`src/rtl/mau_pkg.sv`:
```
// Shared definitions for the memory access unit: size encodings, FSM states, default depth.
package mau_pkg;

    localparam int unsigned DEPTH_WORDS = 64;

    localparam logic [1:0] SZ_BYTE = 2'd0;
    localparam logic [1:0] SZ_HALF = 2'd1;
    localparam logic [1:0] SZ_WORD = 2'd2;

    typedef enum logic [1:0] {
        StIdle,
        StRead,
        StWrite,
        StResp
    } mau_state_t;

endpackage

```
`src/rtl/mem_access_unit_if.sv`:
```
// Pipeline-side request/response handshake of the memory access unit.
interface mem_access_unit_if #(
    parameter int unsigned ADDR_W = 32
);
    logic              req_valid;
    logic              req_ready;
    logic              req_write;
    logic [1:0]        req_size;
    logic              req_signed;
    logic [ADDR_W-1:0] req_addr;
    logic [31:0]       req_wdata;
    logic              resp_valid;
    logic              resp_ready;
    logic [31:0]       resp_rdata;
    logic              resp_err;

    modport master (
        output req_valid, req_write, req_size, req_signed, req_addr, req_wdata, resp_ready,
        input  req_ready, resp_valid, resp_rdata, resp_err
    );

    modport slave (
        input  req_valid, req_write, req_size, req_signed, req_addr, req_wdata, resp_ready,
        output req_ready, resp_valid, resp_rdata, resp_err
    );
endinterface

```
`src/rtl/lane_align.sv`:
```
// Little-endian lane handling: sub-word store merge and load extract with sign/zero extension.
module lane_align (
    input  logic [31:0] old_word,
    input  logic [31:0] wdata,
    input  logic [1:0]  size,
    input  logic [1:0]  offset,
    input  logic        sign_ext,
    output logic [31:0] new_word,
    output logic [31:0] rdata
);
    import mau_pkg::*;

    logic [7:0]  byte_v;
    logic [15:0] half_v;

    always_comb begin
        new_word = old_word;
        rdata    = old_word;
        byte_v   = old_word[{offset, 3'b000} +: 8];
        half_v   = old_word[{offset[1], 4'b0000} +: 16];
        case (size)
            SZ_BYTE: begin
                new_word[{offset, 3'b000} +: 8] = wdata[7:0];
                rdata = {{24{sign_ext & byte_v[7]}}, byte_v};
            end
            SZ_HALF: begin
                new_word[{offset[1], 4'b0000} +: 16] = wdata[15:0];
                rdata = {{16{sign_ext & half_v[15]}}, half_v};
            end
            default: begin
                new_word = wdata;
            end
        endcase
    end

endmodule

```
`src/rtl/mem_access_unit.sv`:
```
// Load/store front-end for the word-addressed data memory (RMW for sub-word stores).
// Define MAU_MISALIGN_TRAP_EN to trap misaligned half/word accesses with resp_err.
module mem_access_unit #(
    parameter int unsigned ADDR_W      = 32,
    parameter int unsigned DEPTH_WORDS = mau_pkg::DEPTH_WORDS
) (
    input  logic              clk,
    input  logic              rst,
    mem_access_unit_if.slave  bus,
    output logic [ADDR_W-1:0] mem_addr,
    output logic [31:0]       mem_write_data,
    output logic              mem_MemWrite,
    output logic              mem_MemRead,
    input  logic [31:0]       mem_read_data
);
    import mau_pkg::*;

    localparam int unsigned IDX_W = $clog2(DEPTH_WORDS);

    mau_state_t        state_q;
    logic              write_q;
    logic              sign_q;
    logic [1:0]        size_q;
    logic [1:0]        off_q;
    logic [31:0]       wdata_q;
    logic [ADDR_W-1:0] mem_addr_q;
    logic [31:0]       mem_wdata_q;
    logic [31:0]       rdata_q;

    logic [1:0]        size_n;
    logic [1:0]        off_n;
    logic [31:0]       merged_word;
    logic [31:0]       load_data;
    logic              unused_addr;

    // Upper address bits wrap away; the index only needs bits [IDX_W+1:2].
    assign unused_addr = ^bus.req_addr[ADDR_W-1:IDX_W+2];

    always_comb begin
        size_n = (bus.req_size == 2'd3) ? SZ_WORD : bus.req_size;
        case (size_n)
            SZ_BYTE: off_n = bus.req_addr[1:0];
            SZ_HALF: off_n = {bus.req_addr[1], 1'b0};
            default: off_n = 2'b00;
        endcase
    end

`ifdef MAU_MISALIGN_TRAP_EN
    logic misaligned;
    logic err_q;

    assign misaligned = (size_n == SZ_HALF && bus.req_addr[0]) ||
                        (size_n == SZ_WORD && bus.req_addr[1:0] != 2'b00);
    assign bus.resp_err = err_q;

    always_ff @(posedge clk or posedge rst) begin
        if (rst) begin
            err_q <= 1'b0;
        end else if (state_q == StIdle && bus.req_valid) begin
            err_q <= misaligned;
        end
    end
`else
    assign bus.resp_err = 1'b0;
`endif

    lane_align u_lane_align (
        .old_word (mem_read_data),
        .wdata    (wdata_q),
        .size     (size_q),
        .offset   (off_q),
        .sign_ext (sign_q),
        .new_word (merged_word),
        .rdata    (load_data)
    );

    always_ff @(posedge clk or posedge rst) begin
        if (rst) begin
            state_q     <= StIdle;
            write_q     <= 1'b0;
            sign_q      <= 1'b0;
            size_q      <= SZ_BYTE;
            off_q       <= 2'b00;
            wdata_q     <= '0;
            mem_addr_q  <= '0;
            mem_wdata_q <= '0;
            rdata_q     <= '0;
        end else begin
            case (state_q)
                StIdle: begin
                    if (bus.req_valid) begin
                        write_q    <= bus.req_write;
                        sign_q     <= bus.req_signed;
                        size_q     <= size_n;
                        off_q      <= off_n;
                        wdata_q    <= bus.req_wdata;
                        mem_addr_q <= ADDR_W'(bus.req_addr[IDX_W+1:2]);
                        rdata_q    <= '0;
`ifdef MAU_MISALIGN_TRAP_EN
                        if (misaligned) begin
                            state_q <= StResp;
                        end else
`endif
                        if (bus.req_write && size_n == SZ_WORD) begin
                            mem_wdata_q <= bus.req_wdata;
                            state_q     <= StWrite;
                        end else begin
                            state_q <= StRead;
                        end
                    end
                end
                StRead: begin
                    if (write_q) begin
                        mem_wdata_q <= merged_word;
                        state_q     <= StWrite;
                    end else begin
                        rdata_q <= load_data;
                        state_q <= StResp;
                    end
                end
                StWrite: begin
                    state_q <= StResp;
                end
                StResp: begin
                    if (bus.resp_ready) begin
                        state_q <= StIdle;
                    end
                end
                default: begin
                    state_q <= StIdle;
                end
            endcase
        end
    end

    assign bus.req_ready   = (state_q == StIdle) && !rst;
    assign bus.resp_valid  = (state_q == StResp);
    assign bus.resp_rdata  = rdata_q;
    assign mem_addr        = mem_addr_q;
    assign mem_write_data  = mem_wdata_q;
    assign mem_MemRead     = (state_q == StRead);
    assign mem_MemWrite    = (state_q == StWrite);

endmodule

```
`src/flat_wrapper.sv`:
```
// flat-port wrapper written by rule: the top's interface ports become plain ports
module mem_access_unit_flat import mau_pkg::*;
#(
    parameter int unsigned ADDR_W      = 32,
    parameter int unsigned DEPTH_WORDS = mau_pkg::DEPTH_WORDS
)
  (clk, rst, mem_addr, mem_write_data, mem_MemWrite, mem_MemRead, mem_read_data, bus_req_valid, bus_req_write, bus_req_size, bus_req_signed, bus_req_addr, bus_req_wdata, bus_resp_ready, bus_req_ready, bus_resp_valid, bus_resp_rdata, bus_resp_err);
  mem_access_unit_if #(.ADDR_W(ADDR_W)) bus_i ();
  input  logic clk;
  input  logic rst;
  output logic [ADDR_W-1:0] mem_addr;
  output logic [31:0] mem_write_data;
  output logic mem_MemWrite;
  output logic mem_MemRead;
  input  logic [31:0] mem_read_data;
  input wire logic [$bits(bus_i.req_valid)-1:0] bus_req_valid;
  input wire logic [$bits(bus_i.req_write)-1:0] bus_req_write;
  input wire logic [$bits(bus_i.req_size)-1:0] bus_req_size;
  input wire logic [$bits(bus_i.req_signed)-1:0] bus_req_signed;
  input wire logic [$bits(bus_i.req_addr)-1:0] bus_req_addr;
  input wire logic [$bits(bus_i.req_wdata)-1:0] bus_req_wdata;
  input wire logic [$bits(bus_i.resp_ready)-1:0] bus_resp_ready;
  output wire logic [$bits(bus_i.req_ready)-1:0] bus_req_ready;
  output wire logic [$bits(bus_i.resp_valid)-1:0] bus_resp_valid;
  output wire logic [$bits(bus_i.resp_rdata)-1:0] bus_resp_rdata;
  output wire logic [$bits(bus_i.resp_err)-1:0] bus_resp_err;
  assign bus_i.req_valid = bus_req_valid;
  assign bus_i.req_write = bus_req_write;
  assign bus_i.req_size = bus_req_size;
  assign bus_i.req_signed = bus_req_signed;
  assign bus_i.req_addr = bus_req_addr;
  assign bus_i.req_wdata = bus_req_wdata;
  assign bus_i.resp_ready = bus_resp_ready;
  assign bus_req_ready = bus_i.req_ready;
  assign bus_resp_valid = bus_i.resp_valid;
  assign bus_resp_rdata = bus_i.resp_rdata;
  assign bus_resp_err = bus_i.resp_err;
  mem_access_unit #(.ADDR_W(ADDR_W), .DEPTH_WORDS(DEPTH_WORDS)) u_core (.clk(clk), .rst(rst), .bus(bus_i), .mem_addr(mem_addr), .mem_write_data(mem_write_data), .mem_MemWrite(mem_MemWrite), .mem_MemRead(mem_MemRead), .mem_read_data(mem_read_data));
endmodule
```
`config.mk`:
```
export PLATFORM = sky130hd
export DESIGN_NAME = mem_access_unit_flat
export DESIGN_NICKNAME = d
export VERILOG_FILES = /design/src/rtl/mau_pkg.sv /design/src/rtl/mem_access_unit_if.sv /design/src/rtl/lane_align.sv /design/src/rtl/mem_access_unit.sv /design/src/flat_wrapper.sv
export SDC_FILE = /design/constraint.sdc
export NUM_CORES = 1
export LEC_CHECK = 0
export BUFFER_PORTS_ARGS = -buffer_cell sky130_fd_sc_hd__buf_2
export CAP_MARGIN = 40
export CORE_ASPECT_RATIO = 0.8
export CORE_UTILIZATION = 52
export CTS_BUF_LIST = sky130_fd_sc_hd__clkbuf_4 sky130_fd_sc_hd__clkbuf_8
export CTS_CLUSTER_SIZE = 8
export DETAILED_ROUTE_END_ITERATION = 7
export GPL_TIMING_DRIVEN = 0
export PLACE_DENSITY = 0.89
export SYNTH_ARGS = -nofsm -noshare
export SYNTH_HDL_FRONTEND = slang
export SYNTH_SLANG_ARGS = --single-unit
```
`constraint.sdc`:
```
create_clock -name clk -period 4 [get_ports clk]
set_clock_uncertainty 0.15 [all_clocks]
set_input_delay 0 -clock clk [delete_from_list [all_inputs] [get_ports clk]]
set_output_delay 0 -clock clk [all_outputs]
set_load 0.1 [all_outputs]
```
==> summary.md, run 1 <==
| Metric | Value |
|---|---|
| Initial antenna violation count | `0` |
| Mapped Avg Cell Area | `10.46 um2` |
| Die Wd | `122.7 um` |
| Max-slew violations | `0` |
| Gpl congestion | `0.9276` |
| Worst-path fanout max | `10` |
| Total GRT Usage | `36.72%` |
| Post-synthesis async set-or-reset flop share | `100.0%` |
| Wire per inst | `21.52 um` |
| Final Hold Fails | `0` |
| Root Buffer | `clkbuf_8` |
| DRC | `0` |
| Max frequency | `0.3352 GHz` |
| # resized after CTS | `0` |
| Slowest stage delay, CP | `0.54 ns` |
| Kind of critical path | `reg2reg` |
| Worst Path Required | `4.16 ns` |
| Sequential share of the synthesized area | `45.39%` |
| Port Buffers | `153` |
| Unrepaired setup endpoints after global routing | `false` |
| RR Startpoint | `u_core.off_q[0]` |
| Die Footprint | `12100 um2` |
| Total CTS buffers | `9` |
| Worst R2R Path Depth | `8` |
| CTS tree | `built` |
| Post-route ant nets | `0` |
| 1st-pass router iterations | `6` |
| Most frequent cells in the layout | `buf_2 (173), dfrtp_1 (110), dlygate4sd3_1 (81)` |
| Critical Path Start Type | `register` |
| Commonest non-fill, non-tap cell in the layout | `buf_2` |
| H-Tree Depth | `3` |
| Crit end category | `register` |
| Synth Flop Type | `dfrtp_1` |
| Post-route setup slack | `1.017 ns` |
| Crit-path cells | `buf_1 -> inv_1 -> ha_1 -> nor4bb_1 -> clkbuf_1 -> a221o_1 -> a221oi_1 -> o21ai_1` |
| Critical Path AT | `3.14 ns` |
| Period utilization | `74.58%` |
| Outcome | `finished clean` |
| First-pass GRT wire length | `33150 um` |
| Clk slew on worst S/H paths | `0.10 ns` |
| Layout cell share with drive strength beyond 1 | `33.26%` |
| Grt total ovfl | `0` |
| Initial Util | `54.62%` |
| Place WS | `1.124 ns` |
| Sink Count | `110` |
| Num rows | `34` |
| DRT Wirelength | `21540 um` |
| N_diodes | `0` |
| Setup crit start | `u_core.off_q[0]` |
| Clock Path Buffers | `2` |
| Final min period | `2.983 ns` |
| Initial DRC count | `578` |
| Die height | `98.59 um` |
| Synth warn | `0` |
| Largest net degree at the start of global routing | `64` |
| Hold Path Class | `in2reg` |
| Total Nets Final | `965` |
| Worst-Skew Late Latency | `0.39 ns` |
| Vias in the first global route | `6087` |
| Final-report setup violation count | `0` |
| Worst path slowest cell | `buf_1` |
| Register-to-register setup slack | `1.02 ns` |
| DPL Wire Length | `14940 um` |
| Synthesized cell area | `6065 um2` |
| Cells after Synth | `580` |
| Vias after detailed routing | `6185` |
| Post-synth EDFFs | `0` |
| Max Cap Viol | `0` |
| IO Pins | `205` |
| Core footprint | `11100 um2` |
| Worst setup path end | `u_core.mem_write_data[29]` |
| Via density | `6.179` |
| Area growth, synth to finish | `34.14%` |
| Netlist cell types | `48` |
| Worst slew pin tran | `0.6472 ns` |
| Slew headroom | `56.85%` |
| FF-to-FF End | `u_core.mem_write_data[29]` |
| Yosys reg bits | `110` |
cell families (layout without fill, tap and decap cells):
logic type               count (synthesis)  after routing  share of synthesized area [%]
buffers and inverters                   85            336                          7.716
adder cells (fa/ha/maj)                  9              9                          1.857
flip-flops                             110            110                          45.39
AO/OA/AOI/OAI                          184            184                          21.68
multiplexers                            60             60                          11.84
AND/OR/NAND/NOR                        131            131                          11.45
other                                    1             27                        0.06183
area by class of cell:
type	instances	area [um2]
Buffer	71	415.4
Clock buffer	11	145.1
Clock inverter	5	41.29
Fill cell	763	2968
Inverter	14	55.05
Multi-Input combinational cell	411	2942
Sequential cell	110	2753
Tap cell	144	180.2
Timing Repair Buffer	235	1604
critical path, delay by kind of cell (launching register included):
kind	cells	cell delay [ns]
AO/OA/AOI/OAI	3	0.52
buffers and inverters	3	1.10
flip-flops	1	0.50
AND/OR/NAND/NOR	1	0.27
adder cells (fa/ha/maj)	1	0.36
synth_stat cells (2+ instances only):
master,instances,area [um2]
mux4_2,5,112.6
buf_1,3,11.26
o22ai_1,4,25.02
o21ai_1,42,210.2
inv_2,2,7.510
nor2b_1,7,43.79
clkbuf_1,17,63.81
a221oi_2,4,60.06
mux2_2,44,495.5
buf_6,2,22.52
or3_1,4,25.02
inv_1,12,45.04
nand3_1,10,50.05
nor4b_1,8,70.07
o21ai_0,33,165.2
buf_4,29,217.7
a21oi_1,14,70.07
a211oi_1,3,22.52
and3b_1,3,26.28
a221oi_1,32,280.3
nor3_2,2,20.02
nor3_1,6,30.03
a211o_1,5,43.79
nand2b_1,7,43.79
mux2i_1,11,110.1
a221o_1,28,280.3
nor2_1,5,18.77
nand2_1,69,259.0
o211ai_1,8,60.06
a22o_1,6,52.55
buf_2,20,100.1
dfrtp_1,110,2753
nor4bb_1,2,20.02
ha_1,9,112.6
metal layers:
layer / vias up / wire length [um] / track usage (%)
met5: - / 0 / 0
li1: 2669 / - / -
met3: 90 / 2228 / 9.028
met2: 427 / 9785 / 56.57
met1: 2999 / 8584 / 48.67
met4: 0 / 942 / 17.26
state kept, by name, indices dropped and copies added (netlist names):
name / count
u_core.bus.resp_rdata: 32
u_core.write_q: 1
u_core.sign_q: 1
u_core.off_q: 2
u_core.mem_write_data: 32
u_core.state_q: 2
u_core.mem_addr: 6
u_core.wdata_q: 32
u_core.size_q: 2
metrics by stage:
step / utilization [%] / cells / cell area (um2) / TNS (ns) / hold slack [ns]
after floorplan: - / 606 / 6162 / 0 / -0.01743
after global placement: 64.02 / 903 / 7108 / -14.20 / 0.07489
after detailed placement: 64.29 / 904 / 7138 / 0 / -0.01384
after CTS: 73.27 / 1001 / 8135 / 0 / 0.01164
after global routing: 73.27 / 1001 / 8135 / 0 / 0.05935
final: 73.27 / 1001 / 8135 / 0 / 0.02261
repair_timing:
action / CTS / global route
setup buffers: 0 / 0
hold buffers: 81 / 0
endpoints found under the hold margin: 157 / 0
how the worst min path moves through the flow:
stage | slack, ns | cells past startpoint | endpoint | from
floorplan | -0.02 | 1 | u_core.off_q[0] | bus_req_addr[0]
global placement | 0.07 | 2 | u_core.off_q[0] | bus_req_addr[0]
detailed placement | -0.01 | 2 | u_core.mem_addr[1] | rst
CTS | 0.01 | 5 | u_core.mem_write_data[29] | bus_req_valid
global route | 0.06 | 5 | u_core.mem_write_data[30] | bus_req_valid
finish | 0.02 | 5 | u_core.mem_write_data[30] | bus_req_valid
Power of run 1 is not shown: default switching activity piles up to over one toggle a cycle in this logic, so the estimate is an artifact.
==> run 2, diff against run 1 <==
--- a/config.mk
+++ b/config.mk
@@ -5,15 +5,16 @@
 export SDC_FILE = /design/constraint.sdc
 export NUM_CORES = 1
 export LEC_CHECK = 0
+export ABC_AREA = 1
 export BUFFER_PORTS_ARGS = -buffer_cell sky130_fd_sc_hd__buf_2
 export CAP_MARGIN = 40
 export CORE_ASPECT_RATIO = 0.8
-export CORE_UTILIZATION = 52
+export CORE_UTILIZATION = 54
 export CTS_BUF_LIST = sky130_fd_sc_hd__clkbuf_4 sky130_fd_sc_hd__clkbuf_8
 export CTS_CLUSTER_SIZE = 8
 export DETAILED_ROUTE_END_ITERATION = 7
 export GPL_TIMING_DRIVEN = 0
-export PLACE_DENSITY = 0.89
+export PLACE_DENSITY = 0.9
 export SYNTH_ARGS = -nofsm -noshare
 export SYNTH_HDL_FRONTEND = slang
 export SYNTH_SLANG_ARGS = --single-unit
==> constraint.sdc (replaced) <==
create_clock -name clk -period 3 [get_ports clk]
set_clock_uncertainty 0.15 [all_clocks]
set_input_delay 0 -clock clk [delete_from_list [all_inputs] [get_ports clk]]
set_output_delay 0 -clock clk [all_outputs]
set_load 0.1 [all_outputs]
==> summary.md, run 2 <==
| Metric | Value |
|---|---|
| Outcome | `finished clean` |
| FF-to-FF End | `u_core.state_q[1]` |
| DRT Wirelength | `25370 um (+18%)` |
| Crit end category | `register` |
| Clock Path Buffers | `2 (unchanged)` |
| Yosys reg bits | `110 (unchanged)` |
| Top-count cell post-synth | `nand2_1` |
| Largest net degree at the start of global routing | `41 (-36%)` |
| Netlist cell types | `30 (-38%)` |
| Final-report setup violation count | `0 (unchanged)` |
| IO Pins | `205 (unchanged)` |
| Post-synth top cells | `nand2_1 (376), a21oi_1 (119), o21ai_0 (111), dfrtp_1 (110), inv_1 (76)` |
| # resized after CTS | `0 (unchanged)` |
| Unrepaired setup endpoints after global routing | `false` |
| Clk slew on worst S/H paths | `0.12 ns (+0.02 ns)` |
| Synth Flop Type | `dfrtp_1` |
| Setup total negative slack | `0 ns (unchanged)` |
| Seq. cell area | `2753 um2 (unchanged)` |
| Total CTS buffers | `9 (unchanged)` |
| Worst-path fanout max | `6 (-4)` |
| Final min period | `2.776 ns (-0.2072 ns)` |
| Critical Path AT | `2.92 ns (-0.22 ns)` |
| Cell area after layout | `8920 um2 (+9.6%)` |
| Mapped Avg Cell Area | `6.729 um2 (-36%)` |
| Top-area cell type share of the netlist area | `40.70% (-4.7 points)` |
| Worst-Skew Late Latency | `0.40 ns (about the same)` |
| Post-synthesis async set-or-reset flop share | `100.0% (unchanged)` |
| Via density | `5.512 (-11%)` |
| Worst Path Required | `3.14 ns (-1.02 ns)` |
| Register-to-register setup slack | `0.22 ns (-0.79 ns)` |
| Die height | `102.1 um (+3.6%)` |
| Critical Path Start Type | `register` |
| Worst setup path end | `u_core.state_q[1]` |
| Post-synth EDFFs | `0 (unchanged)` |
| Synth warn | `0 (unchanged)` |
| Max Cap Viol | `0 (unchanged)` |
| Die Footprint | `12980 um2 (+7.2%)` |
| Sink Count | `110 (unchanged)` |
| Area growth, synth to finish | `31.90%` |
| Layout cell share with drive strength beyond 1 | `17.77% (-15 points)` |
| Initial DRC count | `789 (+37%)` |
| Commonest non-fill, non-tap cell in the layout | `nand2_1` |
| Gpl congestion | `0.9900 (+6.7%)` |
| H-Tree Depth | `3 (unchanged)` |
| Sequential share of the synthesized area | `40.70% (-4.7 points)` |
| Grt total ovfl | `0 (unchanged)` |
| Top post-synthesis cells by area | `dfrtp_1 (41%), nand2_1 (21%), a21oi_1 (8.8%), o21ai_0 (8.2%), inv_1 (4.2%)` |
| N_diodes | `0 (unchanged)` |
| Post-route ant nets | `0 (unchanged)` |
| Core footprint | `12210 um2 (+9.9%)` |
| Initial Util | `55.40% (+0.78 points)` |
| Wire per inst | `17.45 um (-19%)` |
| Fillcell total | `956 (+25%)` |
| Cells after Synth | `1005 (+73%)` |
| Final Hold Fails | `0 (unchanged)` |
| Die Wd | `127.1 um (+3.6%)` |
| Worst R2R Path Depth | `9 (+1)` |
| 1st-pass router iterations | `6 (unchanged)` |
| Total GRT Usage | `39.69% (+3.0 points)` |
| Kind of critical path | `reg2reg` |
| Synthesized cell area | `6763 um2 (+12%)` |
| First-pass GRT wire length | `39080 um (+18%)` |
| Most frequent cells in the layout | `nand2_1 (376), buf_2 (166), a21oi_1 (119)` |
| Num rows | `36 (+5.9%)` |
| Period utilization | `92.54% (+18 points)` |
| DPL Wire Length | `17790 um (+19%)` |
| Slew headroom | `57.00% (+0.14 points)` |
| Post-synth top area cell | `dfrtp_1` |
| Vias after detailed routing | `8015 (+30%)` |
| Hold Path Class | `in2async` |
| Initial antenna violation count | `0 (unchanged)` |
| Setup crit start | `u_core.state_q[0]` |
| CTS tree | `built` |
| Max frequency | `0.3602 GHz (+7.5%)` |
| Placed Instance Area | `7911 um2 (+11%)` |
| DRC | `0 (unchanged)` |
| Area of the multi-input gates | `3359 um2 (+14%)` |
| Total Nets Final | `1391 (+44%)` |
| Worst slew pin tran | `0.6450 ns (-0.002132 ns)` |
| Max-slew violations | `0 (unchanged)` |
| Root Buffer | `clkbuf_8` |
| Port Buffers | `153 (unchanged)` |
| Vias in the first global route | `7526 (+24%)` |
| RR Startpoint | `u_core.state_q[0]` |
[run 2: cell count changes after synthesis, sizes merged, moves of 36 or more]
cell	delta
a21oi	+105
o21ai	+38
mux2	-44
inv	+68
a221oi	-36
nor2	+46
nand2	+309
[run 2: layer usage]
layer  vias to the layer above  wire, um  GRT usage (%)
met2                       533     11390          64.75
met5                         -         0              0
met4                         0       724          13.74
li1                       3718         -              -
met1                      3688     10500          52.17
met3                        76      2752          9.738
[run 2: final cells by class]
type	instances	area share, %
clock buffer	10	1.543
timing repair buffer	238	18.54
sequential	110	30.86
buffer	79	4.853
tap	171	2.399
clock inverter	6	0.6453
inverter	82	3.493
multi-input combinational	758	37.66
[run 2: how the worst min path moves through the flow]
stage,start,to,slack (ns),cells after the start
detailed placement,rst,u_core.sign_q,-0.1,2
global route,rst,u_core.write_q,0.06,3
finish,rst,u_core.write_q,0.03,3
CTS,bus_req_valid,u_core.bus.resp_rdata[11],0.01,5
floorplan,bus_req_addr[2],u_core.mem_addr[0],-0.04,2
global placement,bus_req_addr[4],u_core.mem_addr[2],0.04,3
[run 2: timing repair]
action	CTS	global route
endpoints found under the setup margin	0	3
endpoints found under the hold margin	185	0
hold buffers	82	0
setup buffers	0	0
[run 2: stage by stage]
stage / setup WS (ns) / instances / util [%] / hold WS, ns
2_1_floorplan: 0.4430 / 1031 / - / -0.04038
3_3_place_gp: 0.2297 / 1355 / 64.26 / 0.04342
3_5_place_dp: 0.2555 / 1358 / 64.81 / -0.09823
4_1_cts: 0.2296 / 1456 / 73.13 / 0.01459
5_1_grt: 0.08757 / 1454 / 73.07 / 0.06100
6_report: 0.2238 / 1454 / 73.07 / 0.02986
[run 2: kinds of logic (layout without fill, tap and decap cells)]
group | after synthesis | after routing | synth area share [%]
AOI/OAI and AO/OA | 243 | 243 | 18.41
adders and majority gates | 9 | 9 | 1.665
buffers and inverters | 163 | 415 | 11.06
DFF | 110 | 110 | 40.70
other | 1 | 27 | 0.05545
and+or+nand+nor | 479 | 479 | 28.10
[run 2: critical path: stages, from the launching register on]
cell and delay, ns:
dfrtp_1 0.42, inv_1 0.11, ha_1 0.28, inv_1 0.13, o22ai_1 0.18, dlygate4sd3_1 0.62
a21oi_1 0.07, o21ai_0 0.09, nand2_1 0.07, dlygate4sd3_1 0.56
Power of run 2 is left out for the same reason.
==> run 3, diff against run 2 <==
--- a/config.mk
+++ b/config.mk
@@ -15,6 +15,7 @@
 export DETAILED_ROUTE_END_ITERATION = 7
 export GPL_TIMING_DRIVEN = 0
 export PLACE_DENSITY = 0.9
+export RECOVER_POWER = 50
 export SYNTH_ARGS = -nofsm -noshare
 export SYNTH_HDL_FRONTEND = slang
 export SYNTH_SLANG_ARGS = --single-unit
==> summary.md, run 3 (synthesis gave the netlist of run 2 again) <==
| Metric | Value |
|---|---|
| Final min period | `2.809 ns (+0.03273 ns)` |
| Worst setup path end | `u_core.state_q[1]` |
| DRT Wirelength | `25500 um (+0.50%)` |
| Outcome | `finished clean` |
| Vias in the first global route | `7526 (unchanged)` |
| Total CTS buffers | `9 (unchanged)` |
| Wire per inst | `17.54 um (+0.50%)` |
| Fin util | `72.35% (-0.73 points)` |
| Worst-path fanout max | `6 (unchanged)` |
| Register-to-register setup slack | `0.19 ns (-0.03 ns)` |
| DPL Wire Length | `17790 um (unchanged)` |
| Inst Count DP | `1358 (unchanged)` |
| Final Hold Fails | `0 (unchanged)` |
| Initial DRC count | `819 (+3.8%)` |
| Layout cell share with drive strength beyond 1 | `14.73% (-3.0 points)` |
| Via density | `5.553 (+0.74%)` |
| Crit end category | `register` |
| Most frequent cells in the layout | `nand2_1 (376), buf_2 (128), a21oi_1 (119)` |
| Setup crit start | `u_core.state_q[0]` |
| 1st-pass router iterations | `6 (unchanged)` |
| Initial Util | `55.40% (unchanged)` |
| Initial antenna violation count | `0 (unchanged)` |
| Total Nets Final | `1391 (unchanged)` |
| H-Tree Depth | `3 (unchanged)` |
| Clock Path Buffers | `2 (unchanged)` |
| # resized after CTS | `0 (unchanged)` |
| Die height | `102.1 um (unchanged)` |
| Num rows | `36 (unchanged)` |
| Vias after detailed routing | `8074 (+0.74%)` |
| Max Cap Viol | `0 (unchanged)` |
| Root Buffer | `clkbuf_8` |
| FF-to-FF End | `u_core.state_q[1]` |
| Max-slew violations | `0 (unchanged)` |
| Clk slew on worst S/H paths | `0.12 ns (about the same)` |
| Post-route ant nets | `0 (unchanged)` |
| Final-report setup violation count | `0 (unchanged)` |
| Die Footprint | `12980 um2 (unchanged)` |
| Sink Count | `110 (unchanged)` |
| Gpl congestion | `0.9900 (unchanged)` |
| Kind of critical path | `reg2reg` |
| Worst slew pin tran | `1.251 ns (+0.6057 ns)` |
| Setup total negative slack | `0 ns (unchanged)` |
| DRC | `0 (unchanged)` |
| Core footprint | `12210 um2 (unchanged)` |
| Worst Path Required | `3.15 ns (about the same)` |
| Min-Delay Path Depth | `5` |
| Hold Path Class | `in2reg` |
| Worst-Skew Late Latency | `0.40 ns (about the same)` |
| Fillcell total | `988 (+3.3%)` |
| Worst R2R Path Depth | `9 (unchanged)` |
| Commonest non-fill, non-tap cell in the layout | `nand2_1` |
| Die Wd | `127.1 um (unchanged)` |
| Area growth, synth to finish | `30.58%` |
| Cell area after layout | `8831 um2 (-1.0%)` |
| Total GRT Usage | `39.69% (unchanged)` |
| Period utilization | `93.63% (+1.1 points)` |
| Non-Filler Instances | `1454 (unchanged)` |
| Max frequency | `0.3560 GHz (-1.2%)` |
| Unrepaired setup endpoints after global routing | `false` |
| Largest net degree at the start of global routing | `41 (unchanged)` |
| Grt total ovfl | `0 (unchanged)` |
| First-pass GRT wire length | `39080 um (unchanged)` |
| Placed Instance Area | `7911 um2 (unchanged)` |
| CTS tree | `built` |
| Port Buffers | `153 (unchanged)` |
| Critical Path AT | `2.96 ns (+0.04 ns)` |
| N_diodes | `0 (unchanged)` |
| IO Pins | `205 (unchanged)` |
| Slew headroom | `16.61% (-40 points)` |
| Critical Path Start Type | `register` |
| RR Startpoint | `u_core.state_q[0]` |
run 3: critical path: stages (launching register included):
cell and delay [ns]:
dfrtp_1 0.42, inv_1 0.11, ha_1 0.29, inv_1 0.14, o22ai_1 0.18, dlygate4sd3_1 0.63
a21oi_1 0.07, o21ai_0 0.09, nand2_1 0.07, dlygate4sd3_1 0.56
run 3: cell type report:
class | instances | area, um2 | area share, %
clock buffers | 10 | 137.6 | 1.559
repair buffers | 238 | 1568 | 17.75
well taps | 171 | 214.0 | 2.423
clock inverters | 6 | 57.56 | 0.6517
flip-flops and latches | 110 | 2753 | 31.17
plain buffers | 79 | 432.9 | 4.902
multi-input cells | 758 | 3359 | 38.04
inverters | 82 | 309.0 | 3.500
run 3: how the worst min path moves through the flow:
stage               startpoint                         to
6_report         bus_req_valid  u_core.bus.resp_rdata[11]
5_1_grt          bus_req_valid  u_core.bus.resp_rdata[11]
4_1_cts          bus_req_valid  u_core.bus.resp_rdata[11]
3_5_place_dp               rst              u_core.sign_q
3_3_place_gp   bus_req_addr[4]         u_core.mem_addr[2]
2_1_floorplan  bus_req_addr[2]         u_core.mem_addr[0]
run 3: routing by layer:
metal | GRT usage [%] | part of all wire, %
met5 | 0 | 0
met4 | 13.74 | 3.0
met3 | 9.738 | 11
met2 | 64.75 | 45
met1 | 52.17 | 41
run 3: metrics by stage:
step	setup slack, ns	hold slack (ns)
floorplan	0.4430	-0.04038
global placement	0.2297	0.04342
detailed placement	0.2555	-0.09823
CTS	0.2296	0.01459
global route	0.08757	0.08193
finish	0.1911	0.08442
run 3: timing repair:
item | CTS | global route
endpoints found under the setup margin | 0 | 3
setup buffers | 0 | 0
hold endpoints to repair | 185 | 0
hold buffers | 82 | 0
Power of run 3 is left out for the same reason.
